$ cat config.mk
export PLATFORM = sky130hd
export DESIGN_NAME = tm1640_rx
export DESIGN_NICKNAME = d
export VERILOG_FILES = /design/src/rtl/tm1640_rx.sv
export SDC_FILE = /design/constraint.sdc
export NUM_CORES = 1
export LEC_CHECK = 0
export CAP_MARGIN = 5
export CORE_ASPECT_RATIO = 0.5
export CORE_MARGIN = 4
export CORE_UTILIZATION = 54
export CTS_CLUSTER_SIZE = 40
export DETAILED_ROUTE_END_ITERATION = 7
export DONT_BUFFER_PORTS = 1
export PLACE_DENSITY = 0.69
export SKIP_LAST_GASP = 1
export SYNTH_ARGS = -nofsm -noshare
export SYNTH_HDL_FRONTEND = slang
export SYNTH_SLANG_ARGS = --single-unit
$ cat constraint.sdc
create_clock -name clk -period 2.48 [get_ports clk]
set_input_delay 0.496 -clock clk [delete_from_list [all_inputs] [get_ports clk]]
set_output_delay 0.496 -clock clk [all_outputs]
set_load 0.02 [all_outputs]
$ cat src/rtl/tm1640_rx.sv
// tm1640_rx: passive TM1640 bus decoder that commits segment, brightness and on/off state on clean frame ends.
module tm1640_rx #(
    parameter int CLK_FREQ   = 10_000_000,
    parameter int TIMEOUT_US = 1000
) (
    input  logic        clk,
    input  logic        rst,
    input  logic        tm_clk,
    input  logic        tm_din,
    output logic [71:0] led_data,
    output logic [2:0]  level,
    output logic        on,
    output logic        frame_done,
    output logic        err,
    output logic        busy
);
    localparam longint TO_CYC = longint'(CLK_FREQ) * longint'(TIMEOUT_US) / 64'd1_000_000;
    localparam int     TO_W   = $clog2(TO_CYC + 1);

    typedef enum logic [1:0] {IDLE, CMD, DATA, SKIP} state_t;
    state_t r_state, w_next;

    logic [1:0]      r_clk_s, r_din_s;
    logic            r_clk_q, r_din_q;
    logic            r_bit, r_pend;
    logic [2:0]      r_bit_cnt;
    logic [6:0]      r_sh;
    logic [TO_W-1:0] r_to_cnt;
    logic [3:0]      r_ptr;
    logic            r_ferr;
    logic            r_pmode, r_pon, r_mode, r_on;
    logic [2:0]      r_plevel, r_level;
    logic [8:0][7:0] r_shadow, r_led;
    logic            r_done, r_err;

    logic       w_clk, w_din, w_rise, w_fall, w_edge, w_start, w_stop, w_tout;
    logic       w_acc, w_byte_done, w_clear;
    logic [7:0] w_byte;
    logic       w_new_frame, w_commit, w_err, w_fault, w_wr, w_ptr_set, w_ptr_inc, w_pmode_ld, w_pdisp_ld;

    assign w_clk   = r_clk_s[1];
    assign w_din   = r_din_s[1];
    assign w_rise  = w_clk & ~r_clk_q;
    assign w_fall  = ~w_clk & r_clk_q;
    assign w_edge  = w_clk ^ r_clk_q;
    assign w_start = w_clk & r_din_q & ~w_din;
    assign w_stop  = w_clk & ~r_din_q & w_din;
    assign w_tout  = (r_state != IDLE) && !w_edge && (r_to_cnt == TO_W'(TO_CYC - 1));
    // A bit sampled on the rising edge is only accepted at the following falling edge,
    // so the clock pulse that frames a start/stop never counts as data.
    assign w_acc       = w_fall & r_pend;
    assign w_byte_done = w_acc && (r_bit_cnt == 3'd7);
    assign w_byte      = {r_bit, r_sh};
    assign w_clear     = w_new_frame || (w_next == IDLE);

    always_ff @(posedge clk) begin
        if (!rst) r_state <= IDLE;
        else r_state <= w_next;
    end

    always_comb begin
        w_next      = r_state;
        w_new_frame = 1'b0;
        w_commit    = 1'b0;
        w_err       = 1'b0;
        w_fault     = 1'b0;
        w_wr        = 1'b0;
        w_ptr_set   = 1'b0;
        w_ptr_inc   = 1'b0;
        w_pmode_ld  = 1'b0;
        w_pdisp_ld  = 1'b0;
        if (w_start) begin
            w_new_frame = 1'b1;
            w_err       = (r_state != IDLE);
            w_next      = CMD;
        end else if (r_state != IDLE) begin
            if (w_stop) begin
                w_next   = IDLE;
                w_err    = (r_bit_cnt != 3'd0);
                w_commit = (r_bit_cnt == 3'd0) && !r_ferr;
            end else if (w_tout) begin
                w_err  = 1'b1;
                w_next = IDLE;
            end else if (w_byte_done) begin
                case (r_state)
                    CMD: begin
                        case (w_byte[7:6])
                            2'b01: begin
                                w_pmode_ld = 1'b1;
                                w_next     = SKIP;
                            end
                            2'b11: begin
                                w_ptr_set = 1'b1;
                                w_next    = DATA;
                            end
                            2'b10: begin
                                w_pdisp_ld = 1'b1;
                                w_next     = SKIP;
                            end
                            default: begin
                                w_err   = 1'b1;
                                w_fault = 1'b1;
                                w_next  = SKIP;
                            end
                        endcase
                    end
                    DATA: begin
                        w_wr      = (r_ptr <= 4'd8);
                        w_ptr_inc = !r_mode && (r_ptr != 4'hF);
                    end
                    default: ;
                endcase
            end
        end
    end

    always_ff @(posedge clk) begin
        if (!rst) begin
            r_clk_s   <= 2'b11;
            r_din_s   <= 2'b11;
            r_clk_q   <= 1'b1;
            r_din_q   <= 1'b1;
            r_bit     <= 1'b0;
            r_pend    <= 1'b0;
            r_bit_cnt <= 3'd0;
            r_sh      <= 7'd0;
            r_to_cnt  <= '0;
            r_ptr     <= 4'd0;
            r_ferr    <= 1'b0;
            r_pmode   <= 1'b0;
            r_pon     <= 1'b0;
            r_plevel  <= 3'd0;
            r_shadow  <= '0;
            r_led     <= '0;
            r_mode    <= 1'b0;
            r_on      <= 1'b0;
            r_level   <= 3'd0;
            r_done    <= 1'b0;
            r_err     <= 1'b0;
        end else begin
            r_clk_s   <= {r_clk_s[0], tm_clk};
            r_din_s   <= {r_din_s[0], tm_din};
            r_clk_q   <= w_clk;
            r_din_q   <= w_din;
            r_bit     <= w_rise ? w_din : r_bit;
            r_pend    <= w_clear ? 1'b0 : w_rise ? 1'b1 : w_fall ? 1'b0 : r_pend;
            r_bit_cnt <= w_clear ? 3'd0 : w_acc ? r_bit_cnt + 3'd1 : r_bit_cnt;
            r_sh      <= w_acc ? {r_bit, r_sh[6:1]} : r_sh;
            r_to_cnt  <= (w_clear || w_edge) ? '0 : r_to_cnt + TO_W'(1);
            r_ptr     <= w_ptr_set ? w_byte[3:0] : w_ptr_inc ? r_ptr + 4'd1 : r_ptr;
            r_ferr    <= w_new_frame ? 1'b0 : w_fault ? 1'b1 : r_ferr;
            r_pmode   <= w_new_frame ? r_mode : w_pmode_ld ? w_byte[2] : r_pmode;
            r_pon     <= w_new_frame ? r_on : w_pdisp_ld ? w_byte[3] : r_pon;
            r_plevel  <= w_new_frame ? r_level : w_pdisp_ld ? w_byte[2:0] : r_plevel;
            if (w_new_frame) r_shadow <= r_led;
            else if (w_wr) r_shadow[r_ptr] <= w_byte;
            if (w_commit) begin
                r_led   <= r_shadow;
                r_mode  <= r_pmode;
                r_on    <= r_pon;
                r_level <= r_plevel;
            end
            r_done <= w_commit;
            r_err  <= w_err;
        end
    end

    assign led_data   = r_led;
    assign level      = r_level;
    assign on         = r_on;
    assign frame_done = r_done;
    assign err        = r_err;
    assign busy       = (r_state != IDLE);
endmodule

## Yosys cells after proc, flatten, opt, wreduce, memory -nomap -nowiden

Index checks and enable logic that the tools add are counted.

- Bitwise gates (word level): 13
- Multiplexer cells: 70
- Equal/unequal tests: 8
- $add $sub $neg: 3
- $lt $le $gt $ge: 3
- Reductions and logical operators: 24

Operators with widths:

| cell | count |
|---|---|
| $mux 72 | 2 |
| $bwmux 72 | 1 |
| $mux 1 | 55 |
| $demux 8 s4 | 1 |
| $add 14x1->14 const B | 1 |
| $eq 14x14->1 const B | 1 |
| $mux 2 | 6 |
| $reduce_bool 2->1 | 6 |
| $mux 4 | 2 |
| $mux 8 | 1 |
| $and 1x1->1 | 7 |
| $eq 2x2->1 const B | 3 |
| $logic_and 1x1->1 | 6 |
| $mux 3 | 2 |
| $reduce_or 2->1 | 3 |
| $lt 4x5->1 const B | 1 |
| $not 1->1 | 5 |
| $add 4x1->4 const B | 1 |
| $eq 2x1->1 const B | 2 |
| $ge 4x1->1 const B | 1 |
| $le 4x4->1 const B | 1 |
| $ne 4x4->1 const B | 1 |
| $add 3x1->3 const B | 1 |
| $eq 3x3->1 const B | 1 |
| other kinds (7) | 10 |

- Word-level logic and storage cells: 159
- Bits in registers: 195
- Output and inout bits: 79
- Input bits: 4

## Longest topological paths before layout

Gate-level depths: netlist (run 1).

- Word-level depth: 13
- Gate-level depth with buffers: 9
- Depth with buffers taken out: 6

## Least setup slack after synthesis (run 1)

No wires, ideal clock.

- Path type: register -> register
- From: register r_clk_s[1]
- To: register r_pmode
- Path buffers: 1
- Data arrival time: 1958 ps
- Setup slack: 448 ps
- Stages on the path, launching flop included: 8
- Cells stage by stage: dfxtp_1 -> inv_1 -> ha_1 -> nand4b_1 -> o41ai_2 -> buf_6 -> or4_2 -> a31oi_1

- Longest elaborated chain between the ends: 10

Ends and longest elaborated chain:

| what | RTL line | source |
|---|---|---|
| start: declaration | 23 | `logic [1:0] r_clk_s, r_din_s;` |
| start signal: assignment | 141 | `r_clk_s <= {r_clk_s[0], tm_clk};` |
| $not 1->1 | 44 | `assign w_fall = ~w_clk & r_clk_q;` |
| $and 1x1->1 | 44 |  |
| $and 1x1->1 | 51 | `assign w_acc = w_fall & r_pend;` |
| $logic_and 1x1->1 | 52 | `assign w_byte_done = w_acc && (r_bit_cnt == 3'd7);` |
| $mux 1 | 84 | `end else if (w_byte_done) begin` |
| $mux 1 | 81 | `end else if (w_tout) begin` |
| $mux 1 | 77 | `if (w_stop) begin` |
| $mux 1 | 76 | `end else if (r_state != IDLE) begin` |
| $mux 1 | 72 | `if (w_start) begin` |
| $reduce_bool 2->1 (no line) | n/a |  |
| end signal: assignment | 152 | `r_pmode <= w_new_frame ? r_mode : w_pmode_ld ? w_byte[2] : r_pmode;` |
| end: declaration | 31 | `logic r_pmode, r_pon, r_mode, r_on;` |

Several ways; a longest one is shown, not always the timed one.
A chain may end at the register's enable or synchronous reset.

## Worst setup path in the final report (run 1)

- From: register r_clk_s[1]
- To: register r_ptr[2]

- Longest elaborated chain between the ends: 10

Ends and longest elaborated chain:

| what | RTL line | source |
|---|---|---|
| $not 1->1 | 44 |  |
| $and 1x1->1 | 44 |  |
| $and 1x1->1 | 51 |  |
| $logic_and 1x1->1 | 52 |  |
| $mux 1 | 84 |  |
| $mux 1 | 81 |  |
| $mux 1 | 77 |  |
| $mux 1 | 76 |  |
| $mux 1 | 72 |  |
| $mux 4 or $reduce_bool 2->1 (tied branches) | n/a |  |
| end signal: assignment | 150 | `r_ptr <= w_ptr_set ? w_byte[3:0] : w_ptr_inc ? r_ptr + 4'd1 : r_ptr;` |
| end: declaration | 29 | `logic [3:0] r_ptr;` |

Several ways; a longest one is shown, not always the timed one.

==> results of run 1 <==
worst max-delay path, cell delays in order (launching register included):
cell and delay [ns]:
dfxtp_1 0.42, inv_1 0.09, ha_1 0.35, nand4b_1 0.23, or4_4 0.59, buf_4 0.25
nand2_1 0.12, o221a_2 0.20
power groups by stage:
| stage | registers [mW] | logic, mW | clock network (mW) |
|---|---|---|---|
| global placement | 3.27 | 0.172 | 0 |
| global route | 3.20 | 0.197 | 2.82 |
| detailed placement | 3.27 | 0.176 | 0 |
| finish | 3.20 | 0.177 | 2.66 |
| floorplan | 3.26 | 0.158 | 0 |
| CTS | 3.19 | 0.177 | 2.70 |
synthesized netlist by cell type (all sizes together) (11+ instances only):
library cell  instances
o21ai                97
a31oi                35
nand3                83
clkbuf               70
and3                 27
dfxtp               195
buf                  31
xnor2                11
nand4                18
nor2                 33
o211ai               34
a21oi                89
nand2               188
inv                  13
logic make-up after synthesis:
family,Yosys count,synth area share
mux,2,0.002366
fa+ha+maj,10,0.01478
xor+xnor,13,0.01345
flops,195,0.4613
compound gates,296,0.2132
simple gates,405,0.2300
buf+inv,116,0.06490
metal layers:
layer  GRT usage  up-vias
met3     0.06881       29
met2      0.3882      277
met4     0.07326        0
li1            -     3602
met1      0.3810     3661
met5           0        -
layout by cell type, fill, tap and decap left out, types with 11 or more instances in the layout:
master and count:
dfxtp_1 195, nand2_1 188, o21ai_0 97, a21oi_1 89, nand3_1 83, buf_4 36, a31oi_1 34, o211ai_1 34
nor2_1 32, and3_1 27, nand4_1 18, clkbuf_16 17, inv_1 12, xnor2_1 11
final cells by class:
type,instances,area share
timing repair buffer,39,0.03620
multi-input combinational,726,0.4416
inverter,13,0.005348
clock buffer,17,0.04663
clock inverter,14,0.01440
tap,204,0.02798
sequential,195,0.4279
state kept, by name, summed over array words and instances (netlist names), 2 cells and up:
name	count
r_bit_cnt	3
level	3
r_state	2
r_ptr	4
r_clk_s	2
r_sh	7
led_data	72
r_to_cnt	14
r_shadow	72
r_din_s	2
r_plevel	3
how the worst min path moves through the flow:
stage | startpoint | end | slack [ns] | cells after the start
after floorplan | r_clk_s[0] | r_clk_s[1] | 0.39 | 1
after CTS | rst | r_din_q | 0.13 | 1
after detailed placement | r_din_s[0] | r_din_s[1] | 0.41 | 1
after global placement | r_din_s[0] | r_din_s[1] | 0.39 | 1
final | tm_clk | r_clk_s[0] | 0.16 | 1
after global routing | tm_din | r_din_s[0] | 0.15 | 1
==> run summary, run 1 <==
==========================================================================================
Fin Setup TNS                                                                         0 ns
Clock power frac                                                                     0.441
Vias after detailed routing                                                          7,569
Yosys top cell area share                                                           0.4613
Post-layout min period                                                            2.298 ns
Capturing point of the worst reg2reg path                                         r_ptr[2]
Seq pwr share                                                                        0.530
Placed cell area                                                                  8567 µm²
Top post-synthesis cells by area                                              dfxtp_1, nand2_1, o21ai_0
PnR Total Power                                                                   6.033 mW
Num CTS Buffers                                                                         17
Initial Utilization                                                                 0.5505
Vias in the first global route                                                       6,850
Syn_nets                                                                             1,051
Switching power                                                                   1.414 mW
Reg area                                                                          3904 µm²
FFs w/ async S/R, synth                                                                  0
Post-placement cell count                                                            1,177
Later-pin clock latency in the skew report                                         0.44 ns
Placeable Area                                                                  15,370 µm²
Tot GR Track Use                                                                    0.2631
Post-layout net count                                                                1,006
DIE AREA                                                                        17,860 µm²
Length of the first detailed-routing pass in iterations                                  5
Cells on worst reg2reg path                                                              7
Synthesis warning total                                                                  0
Slew at the pin closest to its max-slew limit                                    0.6424 ns
Hold Buf Count CTS                                                                       0
Vertical die dimension                                                            96.52 µm
Metal1 wirelength                                                                11,000 µm
Filler cell count                                                                    1,403
Met2 Wirelength                                                                  10,060 µm
TritonCTS clock tree                                                                 built
Std-Cell Rows                                                                           32
DRC violation count after routing                                                        0
IO Pins                                                                                 83
Cell internal power dissipation                                                   4.619 mW
Critical path capture point                                                       r_ptr[2]
Final instance area                                                               9124 µm²
FMAX                                                                             435.1 MHz
Unrepaired setup endpoints after global routing                                         no
DR WL/cell                                                                        19.32 µm
Mean instance size in the synthesized netlist                                    8.161 µm²
Area taken by multi-input logic gates                                             4029 µm²
FF-to-FF Start                                                                  r_clk_s[1]
Post-synth top area cell                                                           dfxtp_1
Top fanout value on the critical path                                                   17
Residual antenna-violating net count after detailed routing                              0
Port Buffers                                                                             0
Clock edge transition at the registers on the reported setup and hold paths        0.07 ns
CTS-repair resized insts                                                                 0
Initial antenna violation count                                                          0
Crit path required time                                                            2.86 ns
Detailed Place HPWL                                                              14,810 µm
Largest net degree at the start of global routing                                      125
Mapped Area                                                                       8463 µm²
Worst rel slew slack                                                                0.5718
Congestion Overflow GR                                                                   0
Max capacitance violation total                                                          0
Postcts setup bufs                                                                       0
Data arrival at the endpoint of the critical path                                  2.68 ns
Sequential share of the synthesized area                                            0.4613
Root buffer selected by CTS                                                      clkbuf_16
Startpoint-to-endpoint class of the critical path                               reg -> reg
Minimum setup slack in the final design                                          0.1819 ns
Kind of launch point of the worst setup path                                          flop
Post-Synthesis Cells                                                                 1,037
Distinct cells, synth                                                                   63
Worst voltage drop across the vdd grid                                         0.0004455 V
Final count of pins violating max slew                                                   0
Count of flip-flops with a built-in enable after synthesis                               0
Setup violators final                                                                    0
Flip-flop and latch count after synthesis                                              195
Combinational power share                                                            0.029
Crit. Startpoint                                                                r_clk_s[1]
Static Leakage                                                                    2.947 nW
Outcome                                                                       finished, final reports clean
Area overhead of the layout relative to synthesis                                   7.806%
Die W                                                                             185.0 µm
Worst-case hold slack                                                            0.1572 ns
Wire length of the first global-routing pass                                     37,380 µm
Deepest clock path buffer count                                                          2
Endpoints failing hold                                                                   0
Share of post-route cells with drive strength above 1                              0.09064
DP Worst Slack                                                                   0.2266 ns
Clock Sink Count                                                                       195
Util after Layout                                                                   0.5934
Met3 wirelength from detailed routing                                              1965 µm
Average via count per standard cell                                                  6.266
Final std cells w/o fill                                                             1,208
H-tree depth                                                                             4
Clock Skew                                                                      0.01110 ns
Final Cycle Share                                                                   0.9266
Final weighted congestion of routability-driven global placement                    0.8757
Wire length after detailed routing                                               23,340 µm
Highest metal layer used by the detailed router                                       met4
Iteration-0 DRC count of the detailed router                                           715
Antenna cells                                                                            0
Class of the tightest hold or removal check                                      in -> reg
Sw Ratio                                                                            0.2344
Critical path capture point type                                                      flop
Worst R2R Setup Slack                                                              0.18 ns
Primary FF master, synth                                                           dfxtp_1
Power density normalized to cell area                                         661.2 nW/µm²
==========================================================================================
Power figures use the tool's default switching activity.
==> inputs of run 2 (changes only) <==
- MAX_ROUTING_LAYER: unset -> met4
==> run 2 against run 1 <==
  * Worst setup slack lost 0.055 ns
  * Sequential power is essentially flat
  * Global-route usage grew 0.20 points
  * Total power grew 2.5%
==> run summary, run 2 (same netlist as run 1, synthesis figures left out) <==
==========================================================================================
Outcome                                                                       finished, final reports clean
Final Cycle Share                                                                   0.9487
Top fanout value on the critical path                                                   25
DRC violation count after routing                                                        0
Tot GR Track Use                                                                    0.2651
Initial Utilization                                                                 0.5505
Final weighted congestion of routability-driven global placement                    0.9033
Startpoint-to-endpoint class of the critical path                               reg -> reg
Setup violators final                                                                    0
Kind of launch point of the worst setup path                                          flop
Most common library cell in the layout ignoring fill and taps                      dfxtp_1
Antenna cells                                                                            0
Crit. Startpoint                                                                r_clk_s[1]
DIE AREA                                                                        17,860 µm²
Power density normalized to cell area                                         672.0 nW/µm²
Post-layout net count                                                                1,009
Endpoints failing hold                                                                   0
TritonCTS clock tree                                                                 built
Max capacitance violation total                                                          0
Crit path required time                                                            2.82 ns
Post-layout min period                                                            2.353 ns
Port Buffers                                                                             0
Deepest clock path buffer count                                                          2
Wire length after detailed routing                                               23,450 µm
Peak per-stage delay on the critical path                                          0.38 ns
Slew at the pin closest to its max-slew limit                                    0.6081 ns
DR WL/cell                                                                        19.35 µm
PnR Total Power                                                                   6.183 mW
Detailed Place HPWL                                                              14,630 µm
Unrepaired setup endpoints after global routing                                         no
Cells on worst reg2reg path                                                              9
Final count of pins violating max slew                                                   0
Vertical die dimension                                                            96.52 µm
Critical path capture point type                                                      flop
Clock Skew                                                                      0.01436 ns
Clock edge transition at the registers on the reported setup and hold paths        0.08 ns
Initial antenna violation count                                                          0
Data arrival at the endpoint of the critical path                                  2.69 ns
Cell family with the largest share of critical-path delay                     buffers and inverters
Cell chain of the critical path                                               inv_1 > ha_1 > nand4b_1 > buf_4 > nor4_4 > buf_4 > clkbuf_16 > a211oi_1 > o221a_2
Static Leakage                                                                    3.005 nW
Clock Sink Count                                                                       195
Most used cell along the critical path                                               buf_4
Residual antenna-violating net count after detailed routing                              0
Wire length of the first global-routing pass                                     36,650 µm
Worst voltage drop across the vdd grid                                         0.0004756 V
Highest-count cells in the layout ignoring fill and taps                      dfxtp_1, nand2_1, o21ai_0
Class of the tightest hold or removal check                                      in -> reg
Average via count per standard cell                                                  6.213
Num CTS Buffers                                                                         17
Fin Setup TNS                                                                         0 ns
IO Pins                                                                                 83
Placeable Area                                                                  15,370 µm²
Capturing point of the worst reg2reg path                                         r_ptr[1]
Root buffer selected by CTS                                                      clkbuf_16
Std-Cell Rows                                                                           32
Vias after detailed routing                                                          7,530
Largest net degree at the start of global routing                                      125
FMAX                                                                             425.0 MHz
Worst rel slew slack                                                                0.5941
Cell count along the critical path                                                       9
Area overhead of the layout relative to synthesis                                   8.723%
Highest-delay cell along the critical path                                         dfxtp_2
Share of post-route cells with drive strength above 1                              0.09524
Congestion Overflow GR                                                                   0
Worst R2R Setup Slack                                                              0.13 ns
Later-pin clock latency in the skew report                                         0.44 ns
Length of the first detailed-routing pass in iterations                                  7
FF-to-FF Start                                                                  r_clk_s[1]
H-tree depth                                                                             4
Critical path capture point                                                       r_ptr[1]
Iteration-0 DRC count of the detailed router                                           658
Die W                                                                             185.0 µm
Worst path buffer plus inverter count                                                    4
Vias in the first global route                                                       6,652
Hold Buf Count CTS                                                                       0
==========================================================================================
run 2: final cells by class:
| cell class | count | area (µm²) |
|---|---|---|
| multi-input cells | 727 | 4038 |
| fillers | 1377 | 6173 |
| repair buffers | 41 | 366.6 |
| flip-flops and latches | 195 | 3905 |
| well taps | 204 | 255.2 |
| clock inverters | 15 | 162.7 |
| clock buffers | 17 | 425.4 |
| inverters | 13 | 48.80 |
run 2: timing repair:
action	4_1_cts	5_1_grt
gates resized for setup	0	2
buffers inserted	0	2
setup endpoints to repair	0	18
run 2: worst min-delay path by stage:
| stage | startpoint | endpoint | cells past startpoint |
|---|---|---|---|
| finish | tm_din | r_din_s[0] | 1 |
| global route | rst | r_din_q | 1 |
| CTS | rst | r_din_q | 1 |
| detailed placement | r_din_s[0] | r_din_s[1] | 1 |
| global placement | r_din_s[0] | r_din_s[1] | 1 |
| floorplan | r_clk_s[0] | r_clk_s[1] | 1 |
run 2: metal layers:
metal	part of all wire	up-vias	wire length (µm)	global-route usage
li1	-	3621	-	-
met1	0.47	3618	11050	0.3719
met2	0.43	271	10010	0.3827
met3	0.093	20	2186	0.07517
met4	0.0087	0	205	0.05678
met5	0	-	0	-
run 2: worst register-to-register path: stages, from the launching register on:
cell	delay, ns
dfxtp_2	0.38
inv_1	0.07
ha_1	0.37
nand4b_1	0.29
buf_4	0.25
nor4_4	0.19
buf_4	0.18
clkbuf_16	0.20
a211oi_1	0.09
o221a_2	0.25
run 2: power breakdown:
| group | leakage, nW | switching, mW | internal, mW |
|---|---|---|---|
| Clock | 0.290 | 1.37 | 1.44 |
| Combinational | 1.14 | 0.118 | 0.0599 |
| Sequential | 1.58 | 0.0244 | 3.17 |
| Total | 3.01 | 1.51 | 4.67 |
run 2: through the flow:
stage          instances  utilization  setup slack, ns  hold slack (ns)  cell area (µm²)
2_1_floorplan       1037            -           0.4482           0.3863             8463
3_3_place_gp        1176       0.5575           0.2240           0.3876             8572
3_5_place_dp        1176       0.5575           0.1430           0.3955             8572
4_1_cts             1208       0.5958           0.1268           0.1222             9160
5_1_grt             1212       0.5985          0.01856           0.1270             9201
6_report            1212       0.5985           0.1273           0.1492             9201
==> inputs of run 3 (changes only) <==
--- a/config.mk
+++ b/config.mk
@@ -7,3 +7,3 @@
 export LEC_CHECK = 0
-export CAP_MARGIN = 5
+export CAP_MARGIN = 20
 export CORE_ASPECT_RATIO = 0.5
@@ -14,3 +14,2 @@
 export DONT_BUFFER_PORTS = 1
-export MAX_ROUTING_LAYER = met4
 export PLACE_DENSITY = 0.69
--- a/constraint.sdc
+++ b/constraint.sdc
@@ -3,2 +3,2 @@
 set_output_delay 0.496 -clock clk [all_outputs]
-set_load 0.02 [all_outputs]
+set_load 0.1 [all_outputs]
==> run 3 against run 2 <==
  * Flip-flop and latch count unchanged
  * Largest cell class unchanged
  * Non-clock buffer count is 63 higher
  * First-iteration DRC count increased by 22%
  * Clock power up 1%
  * Count of clock-buffer cells in the layout up 1
==> run summary, run 3 (same netlist as run 1, synthesis figures left out) <==
==========================================================================================
TritonCTS clock tree                                                                 built
Hold depth                                                                               1
Clock edge transition at the registers on the reported setup and hold paths        0.08 ns
Capturing point of the worst reg2reg path                                     r_shadow[62]
Highest-count cells in the layout ignoring fill and taps                      dfxtp_1, nand2_1, o21ai_0, buf_4, a21oi_1
Util after Layout                                                                   0.6313
Kind of launch point of the worst setup path                                          flop
DRC violation count after routing                                                        0
Area overhead of the layout relative to synthesis                                   14.70%
FF-to-FF Start                                                                  r_clk_s[1]
Initial Utilization                                                                 0.5505
Clock Skew                                                                      0.01356 ns
Iteration-0 DRC count of the detailed router                                           803
Most common library cell in the layout ignoring fill and taps                      dfxtp_1
Cell count along the critical path                                                       7
Initial antenna violation count                                                          0
Minimum setup slack in the final design                                          0.1151 ns
Die W                                                                             185.0 µm
Worst path buffer plus inverter count                                                    2
Crit. Startpoint                                                                r_clk_s[1]
Share of post-route cells with drive strength above 1                               0.1467
Vias after detailed routing                                                          7,764
Setup violators final                                                                    0
Antenna cells                                                                            0
IO Pins                                                                                 83
Deepest clock path buffer count                                                          2
Wire length of the first global-routing pass                                     37,290 µm
Vias in the first global route                                                       7,055
Worst rel slew slack                                                                0.4506
Endpoint of the worst hold-timing path                                          r_clk_s[0]
Crit path required time                                                            2.79 ns
Final Cycle Share                                                                   0.9536
Filler cell count                                                                    1,331
Detailed Place HPWL                                                              14,590 µm
Placeable Area                                                                  15,370 µm²
Post-layout min period                                                            2.365 ns
Postcts setup bufs                                                                       0
Clock Sink Count                                                                       195
Startpoint-to-endpoint class of the critical path                               reg -> reg
Peak per-stage delay on the critical path                                          0.60 ns
Root buffer selected by CTS                                                      clkbuf_16
Outcome                                                                       finished, final reports clean
Port Buffers                                                                             0
Vertical die dimension                                                            96.52 µm
CTS-repair resized insts                                                                 0
Average via count per standard cell                                                  6.094
Power density normalized to cell area                                         641.8 nW/µm²
Final count of pins violating max slew                                                   0
Length of the first detailed-routing pass in iterations                                  5
Std-Cell Rows                                                                           32
Cell family with the largest share of critical-path delay                     simple AND/OR/NAND/NOR gates
Later-pin clock latency in the skew report                                         0.44 ns
DR WL/cell                                                                        18.21 µm
Tot GR Track Use                                                                    0.2597
Largest net degree at the start of global routing                                      125
Num CTS Buffers                                                                         17
H-tree depth                                                                             4
Data arrival at the endpoint of the critical path                                  2.67 ns
DP Worst Slack                                                                   0.1388 ns
Static Leakage                                                                    3.375 nW
Top fanout value on the critical path                                                   30
DIE AREA                                                                        17,860 µm²
Critical path capture point type                                                      flop
Cell chain of the critical path                                               inv_1 > ha_1 > nand4b_1 > or4_4 > buf_4 > nand3_1 > a31oi_1
Class of the tightest hold or removal check                                      in -> reg
Highest-delay cell along the critical path                                           or4_4
Start point of the worst hold path                                                  tm_clk
Endpoints failing hold                                                                   0
Slew at the pin closest to its max-slew limit                                    0.8230 ns
Post-layout net count                                                                1,071
Wire length after detailed routing                                               23,200 µm
Fin Setup TNS                                                                         0 ns
Cells on worst reg2reg path                                                              7
Unrepaired setup endpoints after global routing                                         no
Final weighted congestion of routability-driven global placement                    0.9040
Congestion Overflow GR                                                                   0
Max capacitance violation total                                                          0
Worst voltage drop across the vdd grid                                         0.0004445 V
FMAX                                                                             422.8 MHz
Worst R2R Setup Slack                                                              0.12 ns
Residual antenna-violating net count after detailed routing                              0
Hold Buf Count CTS                                                                       0
==========================================================================================
run 3: stage by stage:
step           std cells  instance area, µm²  power (mW)  hold slack, ns
2_1_floorplan       1037                8463       3.424          0.3863
3_3_place_gp        1242                9105       3.446          0.4334
3_5_place_dp        1242                9105       3.453          0.4382
4_1_cts             1274                9707       6.273          0.1290
5_1_grt             1274                9707       6.424          0.1402
6_report            1274                9707       6.230          0.1554
run 3: how the worst max path moves through the flow:
stage                              end  slack, ns
after floorplan                r_pmode       0.45
after global routing      r_shadow[51]     0.0009
after CTS                 r_shadow[62]       0.14
final                     r_shadow[62]       0.12
after detailed placement  r_shadow[51]       0.14
after global placement    r_shadow[59]       0.25
run 3: where the power goes:
part	total, mW	switching, mW	internal, mW
Combinational	0.186	0.124	0.0620
Clock	2.85	1.30	1.55
Sequential	3.20	0.0268	3.17
run 3: metal layers:
metal | GRT usage | part of all wire | vias up
li1 | - | - | 3736
met1 | 0.3612 | 0.46 | 3684
met2 | 0.3952 | 0.43 | 309
met3 | 0.07816 | 0.096 | 35
met4 | 0.07204 | 0.017 | 0
met5 | 0 | 0 | -
run 3: layout make-up:
type	instances	area [µm²]	share of cell area
Sequential cell	195	3904	0.4022
Multi-Input combinational cell	726	4029	0.4151
Tap cell	204	255.2	0.02630
Inverter	13	48.80	0.005027
Timing Repair Buffer	104	868.3	0.08946
Clock inverter	14	162.7	0.01676
Clock buffer	18	439.2	0.04524
